[src/rtl/seq_ctrl_pkg.sv]
// seq_ctrl_pkg: state encodings, datapath select codes and instruction constants for seq_ctrl
package seq_ctrl_pkg;
  typedef enum logic [4:0] {
    S_RESET    = 5'd0,
    S_FETCH    = 5'd1,
    S_FETCH_W  = 5'd2,
    S_IR       = 5'd3,
    S_DECODE   = 5'd4,
    S_RTYPE    = 5'd5,
    S_RTYPE_WB = 5'd6,
    S_ADDI     = 5'd7,
    S_ADDI_WB  = 5'd8,
    S_MEMADDR  = 5'd9,
    S_LW_RD    = 5'd10,
    S_LW_W     = 5'd11,
    S_LW_WB    = 5'd12,
    S_SW       = 5'd13,
    S_BEQ      = 5'd14,
    S_JUMP     = 5'd15,
    S_EXC_OPC  = 5'd16,
    S_EXC_OVF  = 5'd17,
    S_EXC_W    = 5'd18,
    S_EXC_LD   = 5'd19
  } state_t;
  localparam logic [2:0] ALU_PASS = 3'b000;
  localparam logic [2:0] ALU_ADD = 3'b001;
  localparam logic [2:0] ALU_SUB = 3'b010;
  localparam logic [2:0] ALU_AND = 3'b011;
  localparam logic [2:0] ALU_CMP = 3'b111;
  localparam logic [2:0] PCS_ALU = 3'b000;
  localparam logic [2:0] PCS_ALUOUT = 3'b001;
  localparam logic [2:0] PCS_JUMP = 3'b010;
  localparam logic [2:0] PCS_EXC = 3'b011;
  localparam logic [2:0] IORD_PC = 3'b000;
  localparam logic [2:0] IORD_ALUOUT = 3'b001;
  localparam logic [2:0] IORD_253 = 3'b010;
  localparam logic [2:0] IORD_254 = 3'b011;
  localparam logic [1:0] SRCB_B = 2'b00;
  localparam logic [1:0] SRCB_4 = 2'b01;
  localparam logic [1:0] SRCB_SE16 = 2'b10;
  localparam logic [1:0] SRCB_SL2 = 2'b11;
  localparam logic [5:0] OP_RTYPE = 6'h00;
  localparam logic [5:0] OP_J = 6'h02;
  localparam logic [5:0] OP_BEQ = 6'h04;
  localparam logic [5:0] OP_ADDI = 6'h08;
  localparam logic [5:0] OP_LW = 6'h23;
  localparam logic [5:0] OP_SW = 6'h2B;
  localparam logic [5:0] FN_ADD = 6'h20;
  localparam logic [5:0] FN_SUB = 6'h22;
  localparam logic [5:0] FN_AND = 6'h24;
  function automatic state_t dispatch(input logic [5:0] op);
    return op == OP_RTYPE ? S_RTYPE :
           op == OP_ADDI ? S_ADDI :
           (op == OP_LW || op == OP_SW) ? S_MEMADDR :
           op == OP_BEQ ? S_BEQ :
           op == OP_J ? S_JUMP : S_EXC_OPC;
  endfunction
endpackage

[src/rtl/seq_ctrl_decode.sv]
// seq_ctrl_decode: state to control-output decode for the multicycle controller
module seq_ctrl_decode
  import seq_ctrl_pkg::*;
(
  input  state_t     state,
  input  logic [5:0] FUNCT,
  input  logic       Eq,
  input  logic       exc_ovf,
  output logic       PC_write,
  output logic       MEM_write,
  output logic       IR_write,
  output logic       AB_write,
  output logic       Regwrite,
  output logic       ALUOutCtrl,
  output logic       EPC_write,
  output logic       MDR_write,
  output logic [2:0] Alu_control,
  output logic       AluSrcA,
  output logic [1:0] AluSrcB,
  output logic       M_writeReg,
  output logic [3:0] MEMtoReg,
  output logic [2:0] PCsource,
  output logic [2:0] IorD
);
  always_comb begin
    {PC_write, MEM_write, IR_write, AB_write, Regwrite, ALUOutCtrl, EPC_write, MDR_write} = '0;
    Alu_control = ALU_PASS;
    AluSrcA = 1'b0;
    AluSrcB = SRCB_B;
    M_writeReg = 1'b0;
    MEMtoReg = 4'd0;
    PCsource = PCS_ALU;
    IorD = IORD_PC;
    case (state)
      S_FETCH, S_FETCH_W: begin
        AluSrcB = SRCB_4;
        Alu_control = ALU_ADD;
      end
      S_IR: begin
        AluSrcB = SRCB_4;
        Alu_control = ALU_ADD;
        IR_write = 1'b1;
        PC_write = 1'b1;
      end
      S_DECODE: begin
        AB_write = 1'b1;
        ALUOutCtrl = 1'b1;
        AluSrcB = SRCB_SL2;
        Alu_control = ALU_ADD;
      end
      S_RTYPE: begin
        AluSrcA = 1'b1;
        ALUOutCtrl = 1'b1;
        Alu_control = FUNCT == FN_ADD ? ALU_ADD : FUNCT == FN_SUB ? ALU_SUB :
                      FUNCT == FN_AND ? ALU_AND : ALU_PASS;
      end
      S_ADDI, S_MEMADDR: begin
        AluSrcA = 1'b1;
        AluSrcB = SRCB_SE16;
        Alu_control = ALU_ADD;
        ALUOutCtrl = 1'b1;
      end
      S_RTYPE_WB: begin
        Regwrite = 1'b1;
        M_writeReg = 1'b1;
      end
      S_ADDI_WB: Regwrite = 1'b1;
      S_LW_RD: IorD = IORD_ALUOUT;
      S_LW_W: begin
        IorD = IORD_ALUOUT;
        MDR_write = 1'b1;
      end
      S_LW_WB: begin
        Regwrite = 1'b1;
        MEMtoReg = 4'd1;
      end
      S_SW: begin
        IorD = IORD_ALUOUT;
        MEM_write = 1'b1;
      end
      S_BEQ: begin
        AluSrcA = 1'b1;
        Alu_control = ALU_CMP;
        PCsource = PCS_ALUOUT;
        PC_write = Eq;
      end
      S_JUMP: begin
        PCsource = PCS_JUMP;
        PC_write = 1'b1;
      end
      S_EXC_OPC, S_EXC_OVF: begin
        AluSrcB = SRCB_4;
        Alu_control = ALU_SUB;
        EPC_write = 1'b1;
        IorD = state == S_EXC_OVF ? IORD_254 : IORD_253;
      end
      S_EXC_W: IorD = exc_ovf ? IORD_254 : IORD_253;
      S_EXC_LD: begin
        PCsource = PCS_EXC;
        PC_write = 1'b1;
      end
      default: ;
    endcase
  end
endmodule

[src/rtl/seq_ctrl.sv]
// seq_ctrl: multicycle control FSM; next-state here, output decode in seq_ctrl_decode
module seq_ctrl
  import seq_ctrl_pkg::*;
(
  input  logic       clock,
  input  logic       reset,
  input  logic [5:0] OPCODE,
  input  logic [5:0] FUNCT,
  input  logic       Overflow,
  input  logic       Eq,
  output logic       PC_write,
  output logic       MEM_write,
  output logic       IR_write,
  output logic       AB_write,
  output logic       Regwrite,
  output logic       ALUOutCtrl,
  output logic       EPC_write,
  output logic       MDR_write,
  output logic [2:0] Alu_control,
  output logic       AluSrcA,
  output logic [1:0] AluSrcB,
  output logic       M_writeReg,
  output logic [3:0] MEMtoReg,
  output logic [2:0] PCsource,
  output logic [2:0] IorD,
  output logic [4:0] state_out
);
  state_t state;
  logic exc_ovf;
  // exc_ovf remembers which trap entered S_EXC_W so the vector address is held
  always_ff @(posedge clock) begin
    if (reset) begin
      state <= S_RESET;
      exc_ovf <= 1'b0;
    end else begin
      case (state)
        S_FETCH: state <= S_FETCH_W;
        S_FETCH_W: state <= S_IR;
        S_IR: state <= S_DECODE;
        S_DECODE: state <= dispatch(OPCODE);
        S_RTYPE: state <= !(FUNCT == FN_ADD || FUNCT == FN_SUB || FUNCT == FN_AND) ? S_EXC_OPC :
                          (Overflow && FUNCT != FN_AND) ? S_EXC_OVF : S_RTYPE_WB;
        S_ADDI: state <= Overflow ? S_EXC_OVF : S_ADDI_WB;
        S_MEMADDR: state <= OPCODE == OP_LW ? S_LW_RD : OPCODE == OP_SW ? S_SW : S_EXC_OPC;
        S_LW_RD: state <= S_LW_W;
        S_LW_W: state <= S_LW_WB;
        S_EXC_OPC, S_EXC_OVF: begin
          state <= S_EXC_W;
          exc_ovf <= state == S_EXC_OVF;
        end
        S_EXC_W: state <= S_EXC_LD;
        default: state <= S_FETCH;
      endcase
    end
  end
  assign state_out = state;
  seq_ctrl_decode u_decode (
    .state(state), .FUNCT(FUNCT), .Eq(Eq), .exc_ovf(exc_ovf),
    .PC_write(PC_write), .MEM_write(MEM_write), .IR_write(IR_write), .AB_write(AB_write),
    .Regwrite(Regwrite), .ALUOutCtrl(ALUOutCtrl), .EPC_write(EPC_write), .MDR_write(MDR_write),
    .Alu_control(Alu_control), .AluSrcA(AluSrcA), .AluSrcB(AluSrcB), .M_writeReg(M_writeReg),
    .MEMtoReg(MEMtoReg), .PCsource(PCsource), .IorD(IorD)
  );
endmodule

[config.mk]
export PLATFORM = sky130hd
export DESIGN_NAME = seq_ctrl
export DESIGN_NICKNAME = d
export VERILOG_FILES = /design/src/rtl/seq_ctrl_pkg.sv /design/src/rtl/seq_ctrl_decode.sv /design/src/rtl/seq_ctrl.sv
export SDC_FILE = /design/constraint.sdc
export NUM_CORES = 1
export LEC_CHECK = 0
export BUFFER_PORTS_ARGS = -buffer_cell sky130_fd_sc_hd__buf_2
export CAP_MARGIN = 20
export CORE_MARGIN = 2
export CORE_UTILIZATION = 46
export DETAILED_ROUTE_END_ITERATION = 7
export GPL_TIMING_DRIVEN = 1
export MAX_ROUTING_LAYER = met4
export PLACE_DENSITY = 0.82
export SLEW_MARGIN = 20
export SYNTH_ARGS = -nofsm -noshare
export SYNTH_HDL_FRONTEND = slang
export SYNTH_SLANG_ARGS = --single-unit
[constraint.sdc]
create_clock -name clock -period 2.1 [get_ports clock]
set_input_delay 0.105 -clock clock [delete_from_list [all_inputs] [get_ports clock]]
set_output_delay 0.105 -clock clock [all_outputs]
set_load 0.05 [all_outputs]
# Yosys cells after proc, flatten, opt, wreduce, memory -nomap -nowiden
# Index checks and enable logic that the tools add are counted.
# word_totals
word_cells	75
reg_bits	6
in_bits	16
out_inout_bits	30
# classes
muxes	31
reduce_logical	14
n_eq_ne	28
# ops
op	n
5-bit case mux with 11 select lines	1
5-bit two-way mux	10
5-bit by 4-bit == test with 1-bit output, second input constant	8
6-bit == test, second input constant	5
5-bit by 3-bit == test with 1-bit output, second input constant	4
5-bit == test, second input constant	4
1-bit two-way mux	12
2-bit case mux with 3 select lines	2
3-bit case mux with 4 select lines	1
5-bit by 2-bit == test with 1-bit output, second input constant	2
3-bit case mux with 3 select lines	1
3-bit OR reduction	3
4-bit OR reduction	2
6-bit by 2-bit == test with 1-bit output, second input constant	1
6-bit by 3-bit == test with 1-bit output, second input constant	1
6-bit by 4-bit == test with 1-bit output, second input constant	1
6-bit zero test	1
3-bit two-way mux	2
6-bit inequality test, second input constant	1
6-bit OR reduction	1
5-bit by 1-bit == test with 1-bit output, second input constant	1
5-bit OR reduction	1
2-bit OR reduction	2
1-bit logical OR	3
3 further kinds	3

# Longest topological paths before layout
# logic_depth
depth_word	7
mapped_depth	6
ltp_nobuf	4

# Cells and area by module
# From an unflattened synthesis, not the netlist that was laid out.
# unflattened
hier_cells	151
area_unflattened_um2	1113.6
# by_module_without_submodules
mod	cells_per_inst	area_each_um2	seq_area_each_um2	instances
seq_ctrl	80	643.1	120.1	1
seq_ctrl_decode	71	470.5	0.0	1

# Least setup slack after synthesis
# No wires, ideal clock.
# synth_timing
path_kind	register -> output
startpoint	reg state[2] (netlist: state_out[2])
endpoint	out ALUOutCtrl
required_time_ns	1.995
path_buffers	1
stages_incl_launch_ff	6
path_slack_ns	-0.721
arrival_time_ns	2.716
path_cell_list	dfxtp_1 clkbuf_1 or3b_2 a21oi_1 a21oi_1 o21ai_0
# synth_via
elab_chain_len	3
elab_cells_between_ends	6
cone_classes	eq/ne: 4; mux: 1; reduce/logical: 1
# synth_lines
element	line	source
from (decl)	seq_ctrl.sv:28	state_t state;
from (signal assigned)	seq_ctrl.sv:40	S_DECODE: state <= dispatch(OPCODE);
from (signal assigned)	seq_ctrl.sv:41	S_RTYPE: state <= !(FUNCT == FN_ADD || FUNCT == FN_SUB || FUNCT == FN_AND) ? S_EXC_OPC :
from (signal assigned)	seq_ctrl.sv:43	S_ADDI: state <= Overflow ? S_EXC_OVF : S_ADDI_WB;
5-bit by 3-bit == test with 1-bit output or 5-bit by 4-bit == test with 1-bit output (tied branches)	seq_ctrl_decode.sv:34	case (state)
4-bit OR reduction (no line) (*)	-	
1-bit two-way mux (*)	seq_ctrl_decode.sv:34	
to (decl)	seq_ctrl.sv:16	output logic ALUOutCtrl,
# Every way passes the cells marked *; elsewhere a longest branch is shown, timed or not.

# Worst setup path in the final report
# layout_timing
startpoint	reg state[2] (netlist: state_out[2])
endpoint	out PCsource[0]
# layout_via
elab_chain_len	2
elab_cells_between_ends	4
cone_classes	eq/ne: 3; mux: 1
# layout_lines
element	line	source
5-bit == test or 5-bit by 4-bit == test with 1-bit output (tied branches)	seq_ctrl_decode.sv:34	
2-bit case mux with 3 select lines (*)	seq_ctrl_decode.sv:34	
to (decl)	seq_ctrl.sv:24	output logic [2:0] PCsource,
# Marks and branches as above.

==> results.yml <==
cells_and_area:
  final_cell_mix: "buf_2, a21oi_1, nand2_1"
  nNetsFinal: 193
  drive_gt1_share_pct: 41.71
  layout_commonest_cell: "buf_2"
  final_util_pct: 64.16
  areaGrowthSynthToFinish_pct: 32.37
  n_antenna_cell: 0
clock_network:
  cts_resized: 0
  root_buffer: "clkbuf_4"
  path_clk_slew_ns: 0.05
  clockBufferDepth: 2
  cts_sinks: 6
  htree_levels: 1
  cts_tree: "built"
  cts_hold_buf: 0
  insertion_delay_ns: 0.24
  cts-buffers-inserted: 3
  cts_setup_buffers: 0
synth:
  netlist_instances: 141
  synth_ff_type: "dfxtp_1"
  seq_area_frac_synth_pct: 12.63
  synth.cell_area_um2: 950.9
  async_flop_share_pct: 0
  synth_edf_count: 0
  post_synth_num_cell_types: 47
  yosysWarnings: 0
  syn_area_per_cell_um2: 6.744
  synth_seq_cells: 6
die:
  ios: 46
  die-area_um2: 2447
  die_height_um: 49.47
  rows: 16
  coreArea_um2: 1962
  start_util_pct: 48.47
  die_x_um: 49.47
worst_setup_path:
  crit_path_cell_trace: "buf_4 > or3b_2 > mux2i_1 > and2_1 > buf_2"
  startpoint_type: "register"
  path_class: "reg2out"
  arrival_ns: 1.87
  crit_slowest_cell: "or3b_2"
  reg2reg_from: "state_out[3]"
  r2r_end: "state_out[0]"
  max_stage_delay_ns: 0.56
  worstPathMaxFanout: 22
  reg2regPathDepth: 4
  end_kind: "primary output"
  cp_data_required_time_ns: 2.00
  r2r_slack_ns: 0.24
power:
  p_total_mw: 0.4002
  pwr_density_cell_nw_per_um2: 318.0
  power_leakage_nw: 0.5213
  vdd_drop_max_uv: 340.2
placement:
  dpl.hpwl_um: 2107
  place_congestion: 0.8982
  numPortBuffers: 40
detailed_routing:
  dr.pass1.iters: 4
  drtAntennaViolNets: 0
  vias: 1200
  avgRoutedWirePerCell_um: 13.77
  vias_per_cell: 5.941
  drc: 0
  routed_wl_um: 2782
  drtIter0Drc: 25
grt:
  track_usage_pct: 24.28
  grt-ovfl-total: 0
  grt_pass1_wl_um: 4643
  grt_antenna_before_repair: 0
  grt_pass1_vias: 977
  grt_max_degree: 27
sta:
  finalClockSkew_ns: 0.004112
  rsz0062_at_grt: "false"
  min_period_ns: 1.973
  hold_viol: 0
  final_max_slew_viol_count: 0
  fmax_mhz: 507.0
  fin_crit_sh_pct: 93.93
  setup_viol: 0
job:
  maxCapViolCount: 0
worst_hold_path:
  whs_path_depth: 2
  hp-start: "reset"
  hold_end: "state_out[0]"
  hold_path_class: "in2reg"
status:
  status: "finished, final reports clean"
==> cell type report <==
cell class | instances | area, µm²
Fill cell | 184 | 703.2
Timing Repair Buffer | 44 | 232.7
Tap cell | 27 | 33.78
Inverter | 1 | 3.754
Clock buffer | 3 | 22.52
Sequential cell | 6 | 125.1
Multi-Input combinational cell | 121 | 840.8
==> power breakdown <==
group	internal [mW]	leakage, nW	switching, mW
logic	0.0567	0.457	0.106
registers	0.118	0.0504	0.0158
clock network	0.0645	0.0138	0.0389
total	0.239	0.521	0.161
==> state kept, by name (all words and copies together) (netlist names) <==
register and count:
exc_ovf 1, state_out 5
==> worst max-delay path by stage <==
stage	slack, ns	from	endpoint
5_1_grt	0.02	state_out[1]	AluSrcA
2_1_floorplan	-0.13	state_out[4]	IorD[0]
3_3_place_gp	0.32	state_out[3]	state_out[0]
6_report	0.13	state_out[2]	PCsource[0]
3_5_place_dp	0.26	state_out[3]	state_out[0]
4_1_cts	0.06	state_out[3]	Alu_control[0]
==> cells in the mapped netlist, types with 2 or more instances <==
master	number	area [µm²]
nor2_1	13	48.80
a21oi_1	11	55.05
nand2_1	10	37.54
clkbuf_1	9	33.78
o21ai_0	8	40.04
dfxtp_1	6	120.1
buf_4	5	37.54
nor2b_1	5	31.28
nand2b_1	4	25.02
nor3_1	4	20.02
a31oi_1	3	18.77
and3_1	3	18.77
buf_1	3	11.26
nand4b_1	3	26.28
nor4_1	3	18.77
o22ai_1	3	18.77
o31a_1	3	26.28
or3b_2	3	26.28
xnor2_1	3	26.28
a21boi_0	2	15.01
a22oi_1	2	15.01
a32oi_1	2	17.52
and2_1	2	12.51
mux2i_1	2	20.02
nand3_1	2	10.01
nand3b_1	2	15.01
nor3b_1	2	15.01
nor4b_1	2	17.52
o21a_1	2	15.01
or4_1	2	15.01
==> cells by family after synthesis <==
logic type | after synthesis | share of synthesized area, %
DFF | 6 | 12.63
adders and majority gates | 1 | 1.053
AOI/OAI and AO/OA | 41 | 27.76
buffers and inverters | 18 | 9.079
muxes | 3 | 3.289
xor gates and xnor gates | 3 | 2.764
other | 1 | 0.3944
and+or+nand+nor | 68 | 43.03
==> per-layer routing <==
layer | global-route usage, % | routed length, µm | share of wire [%] | vias up
met5 | - | 0 | 0 | -
met1 | 33.27 | 1198 | 43 | 552
met2 | 39.19 | 1421 | 51 | 57
met4 | 2.778 | 0 | 0 | 0
li1 | - | - | - | 591
met3 | 3.636 | 162 | 5.8 | 0
==> through the flow <==
step | setup TNS, ns | hold slack, ns | std cells | instance area (µm²) | setup slack, ns
after floorplan | -0.1497 | 0.1741 | 145 | 1049 | -0.1349
after global placement | 0 | 0.3054 | 199 | 1230 | 0.3206
after detailed placement | 0 | 0.3119 | 199 | 1230 | 0.2609
after CTS | 0 | 0.05728 | 202 | 1252 | 0.05887
after global routing | 0 | 0.04507 | 202 | 1259 | 0.01814
final | 0 | 0.05708 | 202 | 1259 | 0.1275
==> worst max-delay path, delay by kind of cell, from the launching register on <==
kind                   cells  cell delay (ns)
AND/OR/NAND/NOR            2             0.70
buffers and inverters      2             0.45
flip-flops                 1             0.32
multiplexers               1             0.16
(Power assumes the default switching activity.)
